## config.mk

```make
export PLATFORM = sky130hd
export DESIGN_NAME = alu_mem_scheduler_flat
export DESIGN_NICKNAME = d
export VERILOG_FILES = /design/src/rtl/alu_sched_pkg.sv /design/src/rtl/alu_mem_scheduler_if.sv /design/src/rtl/alu_mem_datapath.sv /design/src/rtl/alu_mem_scheduler.sv /design/src/flat_wrapper.sv
export SDC_FILE = /design/constraint.sdc
export NUM_CORES = 1
export LEC_CHECK = 0
export CAP_MARGIN = 20
export CORE_MARGIN = 2
export CORE_UTILIZATION = 55
export CTS_CLUSTER_DIAMETER = 150
export DETAILED_ROUTE_END_ITERATION = 7
export GPL_ROUTABILITY_DRIVEN = 0
export PLACE_DENSITY_LB_ADDON = 0.25
export SLEW_MARGIN = 25
export SYNTH_ARGS = -nofsm -noshare
export SYNTH_HDL_FRONTEND = slang
export SYNTH_HIERARCHICAL = 1
export SYNTH_SLANG_ARGS = --single-unit
```

## constraint.sdc

```tcl
create_clock -name clk -period 6 [get_ports clk]
set_input_delay 1.2 -clock clk [delete_from_list [all_inputs] [get_ports clk]]
set_output_delay 1.2 -clock clk [all_outputs]
set_load 0.02 [all_outputs]
```

## src/rtl/alu_sched_pkg.sv

```systemverilog
// Shared constants, state encoding and command record for the ALU/memory scheduler.
// The ALU op set fixes the 3-bit data width; the memory depth follows ADDR_W.
package alu_sched_pkg;
  localparam int DATA_W  = 3;
  localparam int ADDR_W  = 4;
  localparam int DEPTH   = 16;
  localparam int NUM_REQ = 2;
  localparam int OP_W    = 3;
  localparam int OPND_W  = 2;
  localparam int MEMOP_W = 2;

  localparam logic [OP_W-1:0] OP_ADD = 3'b000;
  localparam logic [OP_W-1:0] OP_SUB = 3'b001;
  localparam logic [OP_W-1:0] OP_AND = 3'b010;
  localparam logic [OP_W-1:0] OP_OR  = 3'b011;
  localparam logic [OP_W-1:0] OP_NOT = 3'b100;

  localparam logic [MEMOP_W-1:0] MEM_NONE  = 2'b00;
  localparam logic [MEMOP_W-1:0] MEM_STORE = 2'b01;
  localparam logic [MEMOP_W-1:0] MEM_LOAD  = 2'b10;
  localparam logic [MEMOP_W-1:0] MEM_ILL   = 2'b11;

  typedef enum logic [1:0] {ST_IDLE, ST_EXEC, ST_MEM, ST_RESP} state_t;

  typedef struct packed {
    logic [OP_W-1:0]    op;
    logic [OPND_W-1:0]  a;
    logic [OPND_W-1:0]  b;
    logic [ADDR_W-1:0]  addr;
    logic [MEMOP_W-1:0] memop;
    logic               id;
  } cmd_t;
endpackage

```

## src/rtl/alu_mem_scheduler_if.sv

```systemverilog
// Command/response bus between the two requesters and the scheduler.
// Per-requester fields are flat-packed, requester 0 in the low slice.
interface alu_mem_scheduler_if;
  import alu_sched_pkg::*;

  logic [NUM_REQ-1:0]         req_valid;
  logic [NUM_REQ-1:0]         req_ready;
  logic [NUM_REQ*OP_W-1:0]    req_op;
  logic [NUM_REQ*OPND_W-1:0]  req_a;
  logic [NUM_REQ*OPND_W-1:0]  req_b;
  logic [NUM_REQ*ADDR_W-1:0]  req_addr;
  logic [NUM_REQ*MEMOP_W-1:0] req_memop;
  logic                       rsp_valid;
  logic                       rsp_ready;
  logic                       rsp_id;
  logic [DATA_W-1:0]          rsp_y;
  logic [DATA_W-1:0]          rsp_mem;
  logic                       rsp_err;
  logic                       busy;

  modport master (
    output req_valid, req_op, req_a, req_b, req_addr, req_memop, rsp_ready,
    input  req_ready, rsp_valid, rsp_id, rsp_y, rsp_mem, rsp_err, busy
  );
  modport slave (
    input  req_valid, req_op, req_a, req_b, req_addr, req_memop, rsp_ready,
    output req_ready, rsp_valid, rsp_id, rsp_y, rsp_mem, rsp_err, busy
  );
endinterface

```

## src/rtl/alu_mem_datapath.sv

```systemverilog
// Combinational 3-bit ALU plus 16x3 scratch memory with per-word written flags.
// Unwritten words read as zero, so only the flags need a reset.
module alu_mem_datapath
  import alu_sched_pkg::*;
(
  input  logic                clk,
  input  logic                rst_n,
  input  logic [OP_W-1:0]     i_op,
  input  logic [OPND_W-1:0]   i_a,
  input  logic [OPND_W-1:0]   i_b,
  input  logic [ADDR_W-1:0]   i_addr,
  input  logic                i_wr_en,
  input  logic [DATA_W-1:0]   i_wr_data,
  output logic [DATA_W-1:0]   o_y,
  output logic                o_op_err,
  output logic [DATA_W-1:0]   o_rd_data
);
  logic [DATA_W-1:0] w_a, w_b;
  logic [DATA_W-1:0] r_mem [DEPTH];
  logic [DEPTH-1:0]  r_written;

  assign w_a = {{(DATA_W-OPND_W){1'b0}}, i_a};
  assign w_b = {{(DATA_W-OPND_W){1'b0}}, i_b};

  always_comb begin
    o_y      = '0;
    o_op_err = 1'b0;
    case (i_op)
      OP_ADD:  o_y = w_a + w_b;
      OP_SUB:  o_y = w_a - w_b;
      OP_AND:  o_y = w_a & w_b;
      OP_OR:   o_y = w_a | w_b;
      OP_NOT:  o_y = ~w_a;
      default: o_op_err = 1'b1;
    endcase
  end

  always_ff @(posedge clk or negedge rst_n) begin
    if (!rst_n)       r_written <= '0;
    else if (i_wr_en) r_written[i_addr] <= 1'b1;
  end

  always_ff @(posedge clk) begin
    if (i_wr_en) r_mem[i_addr] <= i_wr_data;
  end

  assign o_rd_data = r_written[i_addr] ? r_mem[i_addr] : '0;
endmodule

```

## src/rtl/alu_mem_scheduler.sv

```systemverilog
// Round-robin scheduler sharing one ALU + scratch memory between two requesters.
// One command in flight: IDLE -> EXEC -> MEM -> RESP -> IDLE.
module alu_mem_scheduler
  import alu_sched_pkg::*;
(
  input  logic               clk,
  input  logic               rst_n,
  alu_mem_scheduler_if.slave bus
);
  logic [NUM_REQ-1:0][OP_W-1:0]    w_op;
  logic [NUM_REQ-1:0][OPND_W-1:0]  w_a, w_b;
  logic [NUM_REQ-1:0][ADDR_W-1:0]  w_addr;
  logic [NUM_REQ-1:0][MEMOP_W-1:0] w_memop;

  state_t            r_state, w_state_nxt;
  cmd_t              r_cmd;
  logic              r_last;
  logic              w_grant, w_acc, w_rsp_hs, w_wr_en, w_op_err;
  logic [NUM_REQ-1:0] w_ready;
  logic [DATA_W-1:0] w_y, w_rd, r_y, r_mem_q;
  logic              r_op_err, r_err, r_rsp_valid;

  assign w_op    = bus.req_op;
  assign w_a     = bus.req_a;
  assign w_b     = bus.req_b;
  assign w_addr  = bus.req_addr;
  assign w_memop = bus.req_memop;

  // A lone requester wins outright; on a tie the one not served last wins.
  always_comb begin
    w_grant = ~r_last;
    if (bus.req_valid == 2'b01)      w_grant = 1'b0;
    else if (bus.req_valid == 2'b10) w_grant = 1'b1;
  end

  assign w_acc    = (r_state == ST_IDLE) && bus.req_valid[w_grant];
  assign w_rsp_hs = (r_state == ST_RESP) && bus.rsp_ready;
  assign w_wr_en  = (r_state == ST_MEM) && (r_cmd.memop == MEM_STORE) && !r_op_err;

  always_ff @(posedge clk or negedge rst_n) begin
    if (!rst_n) r_state <= ST_IDLE;
    else        r_state <= w_state_nxt;
  end

  always_comb begin
    w_state_nxt = r_state;
    w_ready     = '0;
    case (r_state)
      ST_IDLE: begin
        w_ready[w_grant] = bus.req_valid[w_grant];
        if (bus.req_valid[w_grant]) w_state_nxt = ST_EXEC;
      end
      ST_EXEC: w_state_nxt = ST_MEM;
      ST_MEM:  w_state_nxt = ST_RESP;
      ST_RESP: if (bus.rsp_ready) w_state_nxt = ST_IDLE;
      default: w_state_nxt = ST_IDLE;
    endcase
  end

  always_ff @(posedge clk or negedge rst_n) begin
    if (!rst_n) begin
      r_cmd       <= '0;
      r_last      <= 1'b1;
      r_y         <= '0;
      r_op_err    <= 1'b0;
      r_err       <= 1'b0;
      r_mem_q     <= '0;
      r_rsp_valid <= 1'b0;
    end else begin
      if (w_acc) begin
        r_cmd.op    <= w_op[w_grant];
        r_cmd.a     <= w_a[w_grant];
        r_cmd.b     <= w_b[w_grant];
        r_cmd.addr  <= w_addr[w_grant];
        r_cmd.memop <= w_memop[w_grant];
        r_cmd.id    <= w_grant;
      end
      if (r_state == ST_EXEC) begin
        r_y      <= w_y;
        r_op_err <= w_op_err;
      end
      if (r_state == ST_MEM) begin
        r_err       <= r_op_err | (r_cmd.memop == MEM_ILL);
        r_mem_q     <= (r_cmd.memop == MEM_LOAD) ? w_rd : '0;
        r_rsp_valid <= 1'b1;
      end
      if (w_rsp_hs) begin
        r_rsp_valid <= 1'b0;
        r_last      <= r_cmd.id;
      end
    end
  end

  alu_mem_datapath u_dp (
    .clk       (clk),
    .rst_n     (rst_n),
    .i_op      (r_cmd.op),
    .i_a       (r_cmd.a),
    .i_b       (r_cmd.b),
    .i_addr    (r_cmd.addr),
    .i_wr_en   (w_wr_en),
    .i_wr_data (r_y),
    .o_y       (w_y),
    .o_op_err  (w_op_err),
    .o_rd_data (w_rd)
  );

  assign bus.req_ready = w_ready;
  assign bus.rsp_valid = r_rsp_valid;
  assign bus.rsp_id    = r_cmd.id;
  assign bus.rsp_y     = r_y;
  assign bus.rsp_mem   = r_mem_q;
  assign bus.rsp_err   = r_err;
  assign bus.busy      = (r_state != ST_IDLE);
endmodule
```

## src/flat_wrapper.sv

```systemverilog
// flat-port wrapper written by rule: the top's interface ports become plain ports
module alu_mem_scheduler_flat import alu_sched_pkg::*;
  (clk, rst_n, bus_req_valid, bus_req_op, bus_req_a, bus_req_b, bus_req_addr, bus_req_memop, bus_rsp_ready, bus_req_ready, bus_rsp_valid, bus_rsp_id, bus_rsp_y, bus_rsp_mem, bus_rsp_err, bus_busy);
  alu_mem_scheduler_if bus_i ();
  input  logic clk;
  input  logic rst_n;
  input wire logic [$bits(bus_i.req_valid)-1:0] bus_req_valid;
  input wire logic [$bits(bus_i.req_op)-1:0] bus_req_op;
  input wire logic [$bits(bus_i.req_a)-1:0] bus_req_a;
  input wire logic [$bits(bus_i.req_b)-1:0] bus_req_b;
  input wire logic [$bits(bus_i.req_addr)-1:0] bus_req_addr;
  input wire logic [$bits(bus_i.req_memop)-1:0] bus_req_memop;
  input wire logic [$bits(bus_i.rsp_ready)-1:0] bus_rsp_ready;
  output wire logic [$bits(bus_i.req_ready)-1:0] bus_req_ready;
  output wire logic [$bits(bus_i.rsp_valid)-1:0] bus_rsp_valid;
  output wire logic [$bits(bus_i.rsp_id)-1:0] bus_rsp_id;
  output wire logic [$bits(bus_i.rsp_y)-1:0] bus_rsp_y;
  output wire logic [$bits(bus_i.rsp_mem)-1:0] bus_rsp_mem;
  output wire logic [$bits(bus_i.rsp_err)-1:0] bus_rsp_err;
  output wire logic [$bits(bus_i.busy)-1:0] bus_busy;
  assign bus_i.req_valid = bus_req_valid;
  assign bus_i.req_op = bus_req_op;
  assign bus_i.req_a = bus_req_a;
  assign bus_i.req_b = bus_req_b;
  assign bus_i.req_addr = bus_req_addr;
  assign bus_i.req_memop = bus_req_memop;
  assign bus_i.rsp_ready = bus_rsp_ready;
  assign bus_req_ready = bus_i.req_ready;
  assign bus_rsp_valid = bus_i.rsp_valid;
  assign bus_rsp_id = bus_i.rsp_id;
  assign bus_rsp_y = bus_i.rsp_y;
  assign bus_rsp_mem = bus_i.rsp_mem;
  assign bus_rsp_err = bus_i.rsp_err;
  assign bus_busy = bus_i.busy;
  alu_mem_scheduler u_core (.clk(clk), .rst_n(rst_n), .bus(bus_i));
endmodule
```

==> run metrics, run 1 <==
status=completed; DRT Pass-1 Iters=4; final worst-path cycle share=0.6863; fin. max-slew vios=0; Fmax=0.2429 GHz; starting density of the core=0.5604; commonest non-fill, non-tap cell in the layout=edfxtp_1; Slew headroom=0.3780; CTS tree=yes; DIE AREA=0.008011 sq mm; first-iteration detailed-routing DRC count=around 130; # setup viols final=0; PwrDens=around 450 mW/mm^2; GRT Max-Usage Layer=met2; Die Y=a little under 90 um; Antenna diodes=0; Clk Tree Root Cell=clkbuf_8; library cells used by synthesis=39; Cell Rows=31; drc violations=0; final hold violation count=0; Avg Inst Size Synth=between 10 and 15 sq um; vias per cell=5.617; post-CTS resize count=0; commonest cells after routing, fill and taps aside=48 x edfxtp_1, 41 x clkdlybuf4s50_1, 41 x dfrtp_1; Clock Latency Late Sink=between 0.3 and 0.4 ns; met1 usage=0.2514; Ys Warns=6; post-synth top area share=0.3584; critical path peak fanout=15; Total Nets Final=roughly 360; dpl hpwl=slightly above 5 mm; clock-pin slew on the worst setup and hold paths=0.08 ns; met2 global-route usage=0.3246; largest net degree at the start of global routing=43; Syn Nets=around 320; maxcap violations=0; port bufs=42; Vias=2359; RSZ-0062 raised after global routing=false; Setup WS pre-CTS=around 1.9 ns; Global Route Usage Sum=0.1950; Worst Skew=around 0.018 ns; Post-synth EDFFs=48; Clock Sinks=90; CP required=4.80 ns; Yosys reg bits=90; Hold Slack=about 0.47 ns; IO Count=43; Worst-Margin Slew=0.9268 ns; min cycle time layout=4.118 ns; CTS hold repair buffers=0; fillers=~530; Hold Crit Class=flop to flop; H-tree lvl count=3; setup TNS=0 ns; Syn-to-layout area delta=15.40%; top_reg_cell synth=edfxtp_1; CTS max path bufs=2; Max IR drop VDD=between 0.0002 and 0.0003 V; ANT nets after route=0; layout cells sized above 1=0.1184; Core Area=between 0.007 and 0.008 sq mm; ys async rst share=0.4667; Post-Route WL=7.247 mm; initial antenna violation count=0; first-pass GRT wire length=about 11 mm; leading area contributor after synthesis=edfxtp_1; Area contributors post-synth=edfxtp_1 36%, dfrtp_1 26%, mux4_2 5.0%, mux4_1 4.6%, a221o_1 3.2%; vias in the first global route=2300; Setup Buffers After CTS=0; cells after synthesis=~280; LEAKAGE=between 1.5 and 2 nW; synthesized cell area=between 0.004 and 0.005 sq mm; Seq/Total Area, Yosys=0.6201; wire length per cell=around 17 um; met3 Use GR=0.03786; setup ws final=around 1.9 ns; total grt overflow=0; CP Data Arrival Time=slightly below 3 ns; crit path kind=input pin to output pin; Inserted Clock Buffers=9; CP endpoint kind=output pin; CP startpoint kind=input pin; Die Span X=~90 um
## worst paths after layout
kind | from | endpoint | slack (ns) | depth (start not counted)
max reg2reg | u_core/r_state[0] | u_core/u_dp/r_mem[4][1] | 3.26 | 5
min reg2reg | u_core/u_dp/r_written[2] | u_core/u_dp/r_written[2] | 0.47 | 1
min | u_core/u_dp/r_written[2] | u_core/u_dp/r_written[2] | 0.47 | 1
max in group asynchronous | rst_n | u_core/r_last | 4.79 | 1
min in group asynchronous | rst_n | u_core/u_dp/r_written[11] | 0.82 | 1
max | bus_req_valid[1] | bus_req_ready[1] | 1.88 | 4
## cells in the mapped netlist (3+ instances only)
| master | count |
|---|---|
| edfxtp_1 | 48 |
| dfrtp_1 | 41 |
| nor2_1 | 26 |
| or2_1 | 17 |
| a221o_1 | 13 |
| and3_1 | 13 |
| nand2_1 | 13 |
| inv_1 | 12 |
| mux4_2 | 9 |
| ha_1 | 8 |
| mux4_1 | 7 |
| buf_6 | 6 |
| mux2_2 | 6 |
| a21oi_1 | 5 |
| nand3_1 | 5 |
| a22oi_1 | 4 |
| clkbuf_1 | 4 |
| o22ai_1 | 4 |
| a31oi_1 | 3 |
| buf_2 | 3 |
| nand2b_1 | 3 |
| nor2b_1 | 3 |
## registers in the layout, indices dropped and copies added, names as in the netlist
register,flops
u_core/bus.rsp_err,1
u_core/bus.rsp_id,1
u_core/bus.rsp_mem,3
u_core/bus.rsp_valid,1
u_core/bus.rsp_y,3
u_core/r_cmd,13
u_core/r_last,1
u_core/r_op_err,1
u_core/r_state,2
u_core/u_dp/r_mem,48
u_core/u_dp/r_written,16
## worst max-delay path, stage by stage
cell and delay [ns]:
clkdlybuf4s50_1 0.57, nand2_1 0.12, a21oi_4 0.34, clkdlybuf4s50_1 0.69
## logic make-up (layout without fill, tap and decap cells)
kind of cell    count (synthesis)  in the layout  share of synthesized area
mux                            24             24                     0.1179
flops                          90             90                     0.6201
compound gates                 38             38                    0.07716
buf+inv                        25             71                    0.03547
simple gates                   88             88                     0.1170
fa+ha+maj                      10             10                    0.03236
## routing by layer
metal | vias up | wire (um)
met5 | - | 0
met4 | 0 | 98
met3 | 12 | 380
met2 | 71 | 3517
met1 | 1162 | 3250
li1 | 1114 | -
## report_power, final
part           leakage, nW  internal, mW  total, mW  switching (mW)
logic                0.778         0.397      0.732           0.335
clock network       0.0830         0.151      0.357           0.206
registers            0.974         0.823       1.01           0.183
## final cells by class
| type | count | area, sq um | share of cell area |
|---|---|---|---|
| Clock inverter | 6 | 40.04 | 0.008628 |
| Tap cell | 99 | 123.9 | 0.02669 |
| Inverter | 12 | 45.04 | 0.009706 |
| Clock buffer | 10 | 127.6 | 0.02750 |
| Sequential cell | 90 | 2494 | 0.5373 |
| Multi-Input combinational cell | 160 | 1385 | 0.2985 |
| Timing Repair Buffer | 43 | 425.4 | 0.09167 |
## stage by stage
| step | power [mW] | std cells | area, sq um | util |
|---|---|---|---|---|
| final | 2.095 | 420 | 4641 | 0.6467 |
| after detailed placement | 1.749 | 404 | 4471 | 0.6230 |
| after global placement | 1.721 | 404 | 4471 | 0.6230 |
| after floorplan | 1.538 | 275 | 4021 | - |
| after global routing | 2.225 | 420 | 4641 | 0.6467 |
| after CTS | 2.105 | 420 | 4638 | 0.6464 |
Note: power is estimated with default switching activity, not from simulation.
==> run 2: changes to the inputs <==
--- a/config.mk
+++ b/config.mk
@@ -7,7 +7,7 @@
 export LEC_CHECK = 0
 export CAP_MARGIN = 20
 export CORE_MARGIN = 2
-export CORE_UTILIZATION = 55
+export CORE_UTILIZATION = 51
 export CTS_CLUSTER_DIAMETER = 150
 export DETAILED_ROUTE_END_ITERATION = 7
 export GPL_ROUTABILITY_DRIVEN = 0
==> constraint.sdc (replaced) <==
create_clock -name clk -period 3.5 [get_ports clk]
set_input_delay 0.7 -clock clk [delete_from_list [all_inputs] [get_ports clk]]
set_output_delay 0.7 -clock clk [all_outputs]
set_load 0.02 [all_outputs]
==> run metrics, run 2 (synthesized netlist as in run 1, its figures left out) <==
status=completed (unchanged); first-iteration detailed-routing DRC count=104 (was 133); first-pass GRT wire length=12.01 mm (was 11.25 mm); vias in the first global route=2473 (was 2300); Core Area=0.007687 sq mm (was 0.007176 sq mm); dpl hpwl=5.200 mm (was 5.048 mm); CP Data Arrival Time=2.24 ns (was 2.92 ns); Final Total Pwr=3.678 mW (was 2.095 mW); RSZ-0062 raised after global routing=false (unchanged); Die Y=92.80 um (was 89.51 um); ANT nets after route=0 (unchanged); final worst-path cycle share=0.8404; Worst Skew=0.01480 ns (was 0.01760 ns); r2r startpoint=u_core/r_state[0] (unchanged); LEAKAGE=1.865 nW (was 1.835 nW); Total Nets Final=357 (was 356); post-CTS resize count=0 (unchanged); IO Count=43 (unchanged); Post-Layout Inst Area=0.004690 sq mm (was 0.004641 sq mm); vias per cell=5.601 (was 5.617); Clock Sinks=90 (unchanged); Setup Buffers After CTS=0 (unchanged); Largest register FFs=48 (unchanged); maxcap violations=0 (unchanged); cell mode on critical path=clkdlybuf4s50_1 (unchanged); min cycle time layout=a little under 3 ns; CP bufs+invs=2 (unchanged); Clock Latency Late Sink=0.35 ns (was 0.36 ns); Syn-to-layout area delta=16.61% (was 15.40%); Slew headroom=0.3568 (was 0.3780); Hold Crit Class=input pin to asynchronous set/reset pin (was flop to flop); Worst Setup SP=bus_req_valid[0] (was bus_req_valid[1]); PwrDens=784.4 mW/mm^2 (was 451.4 mW/mm^2); final hold violation count=0 (unchanged); largest net degree at the start of global routing=43 (unchanged); Max stage delay on crit path=0.60 ns (was 0.69 ns); CP required=2.80 ns (was 4.80 ns); Vias=2375 (was 2359); Worst-Margin Slew=0.9584 ns (was 0.9268 ns); clock-pin slew on the worst setup and hold paths=0.09 ns (was 0.08 ns); CTS max path bufs=2 (unchanged); Inserted Clock Buffers=9 (unchanged); critical path peak fanout=14 (was 15); H-tree lvl count=3 (unchanged); Top delay family on crit path=buffers and inverters (unchanged); Die Span X=92.80 um (was 89.51 um); fin. max-slew vios=0 (unchanged); Fmax=between 0.3 and 0.4 GHz; setup TNS=0 ns (unchanged); wire length per cell=17.46 um (was 17.25 um); Antenna diodes=0 (unchanged); crit path kind=input pin to output pin (unchanged); Top reg by flops=u_core/u_dp/r_mem (unchanged); Global Route Usage Sum=0.1854 (was 0.1950); Max IR drop VDD=0.0004732 V (was 0.0002524 V); CTS hold repair buffers=0 (unchanged); drc violations=0 (unchanged); Clk Tree Root Cell=clkbuf_8 (unchanged); total grt overflow=0 (unchanged); DRT Pass-1 Iters=4 (unchanged); crit-path cells=clkdlybuf4s50_1 -> and2_4 -> and2_1 -> clkdlybuf4s50_1 (was clkdlybuf4s50_1 -> nand2_1 -> a21oi_4 -> clkdlybuf4s50_1); Hold Slack=0.3342 ns (was 0.4668 ns); Cell Rows=32 (was 31); final core occ=0.6100 (was 0.6467); CP startpoint kind=input pin (unchanged); starting density of the core=0.5231 (was 0.5604); DIE AREA=0.008611 sq mm (was 0.008011 sq mm); layout cells sized above 1=0.1211 (was 0.1184); commonest cells after routing, fill and taps aside=48 x edfxtp_1, 41 x clkdlybuf4s50_1, 41 x dfrtp_1 (unchanged); CTS tree=yes (unchanged); slowest stage cell, crit path=clkdlybuf4s50_1 (unchanged); Cell Area, Placed=0.004482 sq mm (was 0.004471 sq mm); initial antenna violation count=0 (unchanged); Post-Route WL=7.403 mm (was 7.247 mm); Largest regs=u_core/u_dp/r_mem x48, u_core/u_dp/r_written x16, u_core/r_cmd x13 (unchanged); CP endpoint kind=output pin (unchanged); commonest non-fill, non-tap cell in the layout=edfxtp_1 (unchanged); port bufs=42 (unchanged); # setup viols final=0 (unchanged)
==> run 2: changes by cell type in the layout (fill, tap and decap cells not counted) <==
| cell | change |
|---|---|
| clkinvlp_4 | -2 |
| buf_4 | +1 |
| clkbuf_16 | +2 |
| inv_6 | +1 |
| inv_4 | -1 |
==> run 2: cell type report <==
| cell class | instances | area [sq um] |
|---|---|---|
| Fill cell | 608 | 2998 |
| Sequential cell | 90 | 2494 |
| Tap cell | 102 | 127.6 |
| Timing Repair Buffer | 44 | 432.9 |
| Multi-Input combinational cell | 160 | 1385 |
| Clock inverter | 4 | 27.53 |
| Clock buffer | 12 | 177.7 |
| Inverter | 12 | 45.04 |
==> run 2: routing by layer <==
layer,vias to the layer above,track usage,part of all wire
met2,64,0.3158,0.50
met5,-,0,0
met3,7,0.03173,0.042
met4,0,0.08701,0.016
met1,1181,0.2312,0.44
li1,1123,-,-
==> run 2: worst reg2reg max path, cell delays in order, from the launching register on <==
cell and delay [ns]:
dfrtp_1 0.42, inv_1 0.09, ha_1 0.38, nor4bb_1 0.63
or3b_1 0.50, nor2_1 0.36
==> run 2: worst paths after layout <==
path / to / slack [ns] / cells past startpoint
worst min register to register: u_core/u_dp/r_written[1] / 0.46 / 1
max in group asynchronous: u_core/r_cmd[12] / 2.78 / 1
worst max-delay path: bus_req_ready[0] / 0.56 / 4
worst max register to register: u_core/u_dp/r_mem[4][2] / 0.78 / 5
min in group clk: u_core/u_dp/r_written[1] / 0.46 / 1
worst min-delay path: u_core/u_dp/r_written[11] / 0.33 / 1
==> run 2: power by group <==
part / switching [mW] / leakage (nW) / total (mW) / internal, mW
combinational: 0.539 / 0.784 / 1.22 / 0.682
sequential: 0.350 / 0.974 / 1.76 / 1.41
clock: 0.350 / 0.107 / 0.697 / 0.348
==> run 2: per-stage QoR <==
step	worst slack, ns	cells
floorplan	1.307	275
global placement	0.5983	408
detailed placement	0.5672	408
CTS	0.5575	424
global route	0.4894	424
finish	0.5585	424
==> variant (flow settings as in run 2) <==
Re-encode `state_t` (4 states) as one-hot, 4 bits wide.
--- a/src/rtl/alu_sched_pkg.sv
+++ b/src/rtl/alu_sched_pkg.sv
@@ -20,7 +20,7 @@
   localparam logic [MEMOP_W-1:0] MEM_LOAD  = 2'b10;
   localparam logic [MEMOP_W-1:0] MEM_ILL   = 2'b11;
 
-  typedef enum logic [1:0] {ST_IDLE, ST_EXEC, ST_MEM, ST_RESP} state_t;
+  typedef enum logic [3:0] {ST_IDLE = 4'b0001, ST_EXEC = 4'b0010, ST_MEM = 4'b0100, ST_RESP = 4'b1000} state_t;
 
   typedef struct packed {
     logic [OP_W-1:0]    op;
Behaviour: same outputs for any inputs over 10 cycles, from zero or initial values and one cycle with rst_n low; not proved beyond that.
==> variant against run 2 <==
- sequential cell count is 2 higher
- worst setup slack worse by 0.21 ns
- power is 6.8% lower
- worst hold slack better by 0.0018 ns
- wire length is 7.5% higher
- clock skew is 0.0071 ns lower
- area after synthesis is 1.8% higher
- via count is 5.6% higher
- final area is 1.1% higher
==> variant: results (changes against run 2) <==
Netlist cell types 45 (+15%); Total Nets Final 371 (+3.9%); worst path arrival time 2.46 ns (+0.22 ns); synth top area cells edfxtp_1 35%, dfrtp_1 26%, mux4_2 5.0%; GR Util met2 30.64% (-0.95 points); cells on worst reg2reg path 4 (-1); metal2 WL 3760 um (+0.94%); status finished, final reports clean; wire length on met1 3734 um (+15%); RR Startpoint u_core/r_state[1]; layout cells sized above 1 12.65% (+0.54 points); GRT Total Usage 20.20% (+1.7 points); area post-placement 4566 um2 (+1.9%); Tightest Pin Transition 0.9019 ns (-0.05645 ns); 1st-iter DRT viols 142 (+37%); pre-CTS setup slack 0.5647 ns (-0.002484 ns); met3 wire length 324 um (+4.5%); largest net degree at the start of global routing 45 (+4.7%); GRT met3 Usage 3.304% (+0.13 points); via count 2,507 (+5.6%); Logic pwr share 32.4% (-0.8 points); mux cell area share after synthesis 11.31% (-0.48 points); sequential share of power 49.1% (+1.3 points); Post-Layout Cell Count 442 (+4.2%); hpwl dp 5574 um (+7.2%); Cells after DPL 426 (+4.4%); post-synthesis sequential area ratio 62.18% (+0.17 points); leakage 1.850 nW (-0.81%); worst vdd ir 408.1 uV (-14%); Layout Skew 0.007702 ns (-0.007095 ns); adder-cell area share of the yosys netlist 1.957% (-1.3 points); M1 GR Usage 29.52% (+6.4 points); Final Hold Slack 0.3360 ns (+0.001844 ns); post-synthesis cell count 294 (+6.9%); compound-gate portion of the synthesized area 7.368% (-0.35 points)
## variant: cell types whose count changed in the layout (fill, tap and decap cells not counted), moves of 2 or more
cell	run 2	this run
nand2_1	13	28
nor3_1	0	14
and3_1	13	0
ha_1	8	4
o21ai_0	0	4
buf_4	3	6
inv_1	12	9
inv_4	0	3
o22ai_1	4	1
clkbuf_16	2	0
nor3b_1	0	2
## variant: final cells by class
| type | instances | area [um2] | area share, % |
|---|---|---|---|
| multi-input cells | 176 | 1406 | 29.66 |
| well taps | 102 | 127.6 | 2.691 |
| clock buffers | 11 | 141.4 | 2.982 |
| repair buffers | 47 | 455.4 | 9.604 |
| flip-flops and latches | 92 | 2545 | 53.67 |
| inverters | 9 | 33.78 | 0.7124 |
| clock inverters | 5 | 32.53 | 0.6860 |
## variant: logic make-up after synthesis
group,after synthesis
fa+ha+maj,6
mux,23
flops,92
compound gates,38
buf+inv,26
simple gates,109
## variant: worst register-to-register path, cell delays in order (launching register included)
cell	delay (ns)
dfrtp_1	0.42
or4b_2	0.79
nor4b_1	0.65
or3b_1	0.50
nor2_1	0.28
## variant: worst max-delay path by stage
stage          slack, ns  cells after the start              start                       end
2_1_floorplan       0.82                      4  u_core/r_state[0]          bus_req_ready[0]
3_3_place_gp        0.65                      4  u_core/r_state[1]   u_core/u_dp/r_mem[4][1]
3_5_place_dp        0.56                      4  u_core/r_state[1]  u_core/u_dp/r_mem[12][1]
4_1_cts             0.34                      3  u_core/r_state[0]          bus_req_ready[1]
5_1_grt             0.27                      3  u_core/r_state[0]          bus_req_ready[1]
6_report            0.34                      3  u_core/r_state[0]          bus_req_ready[1]
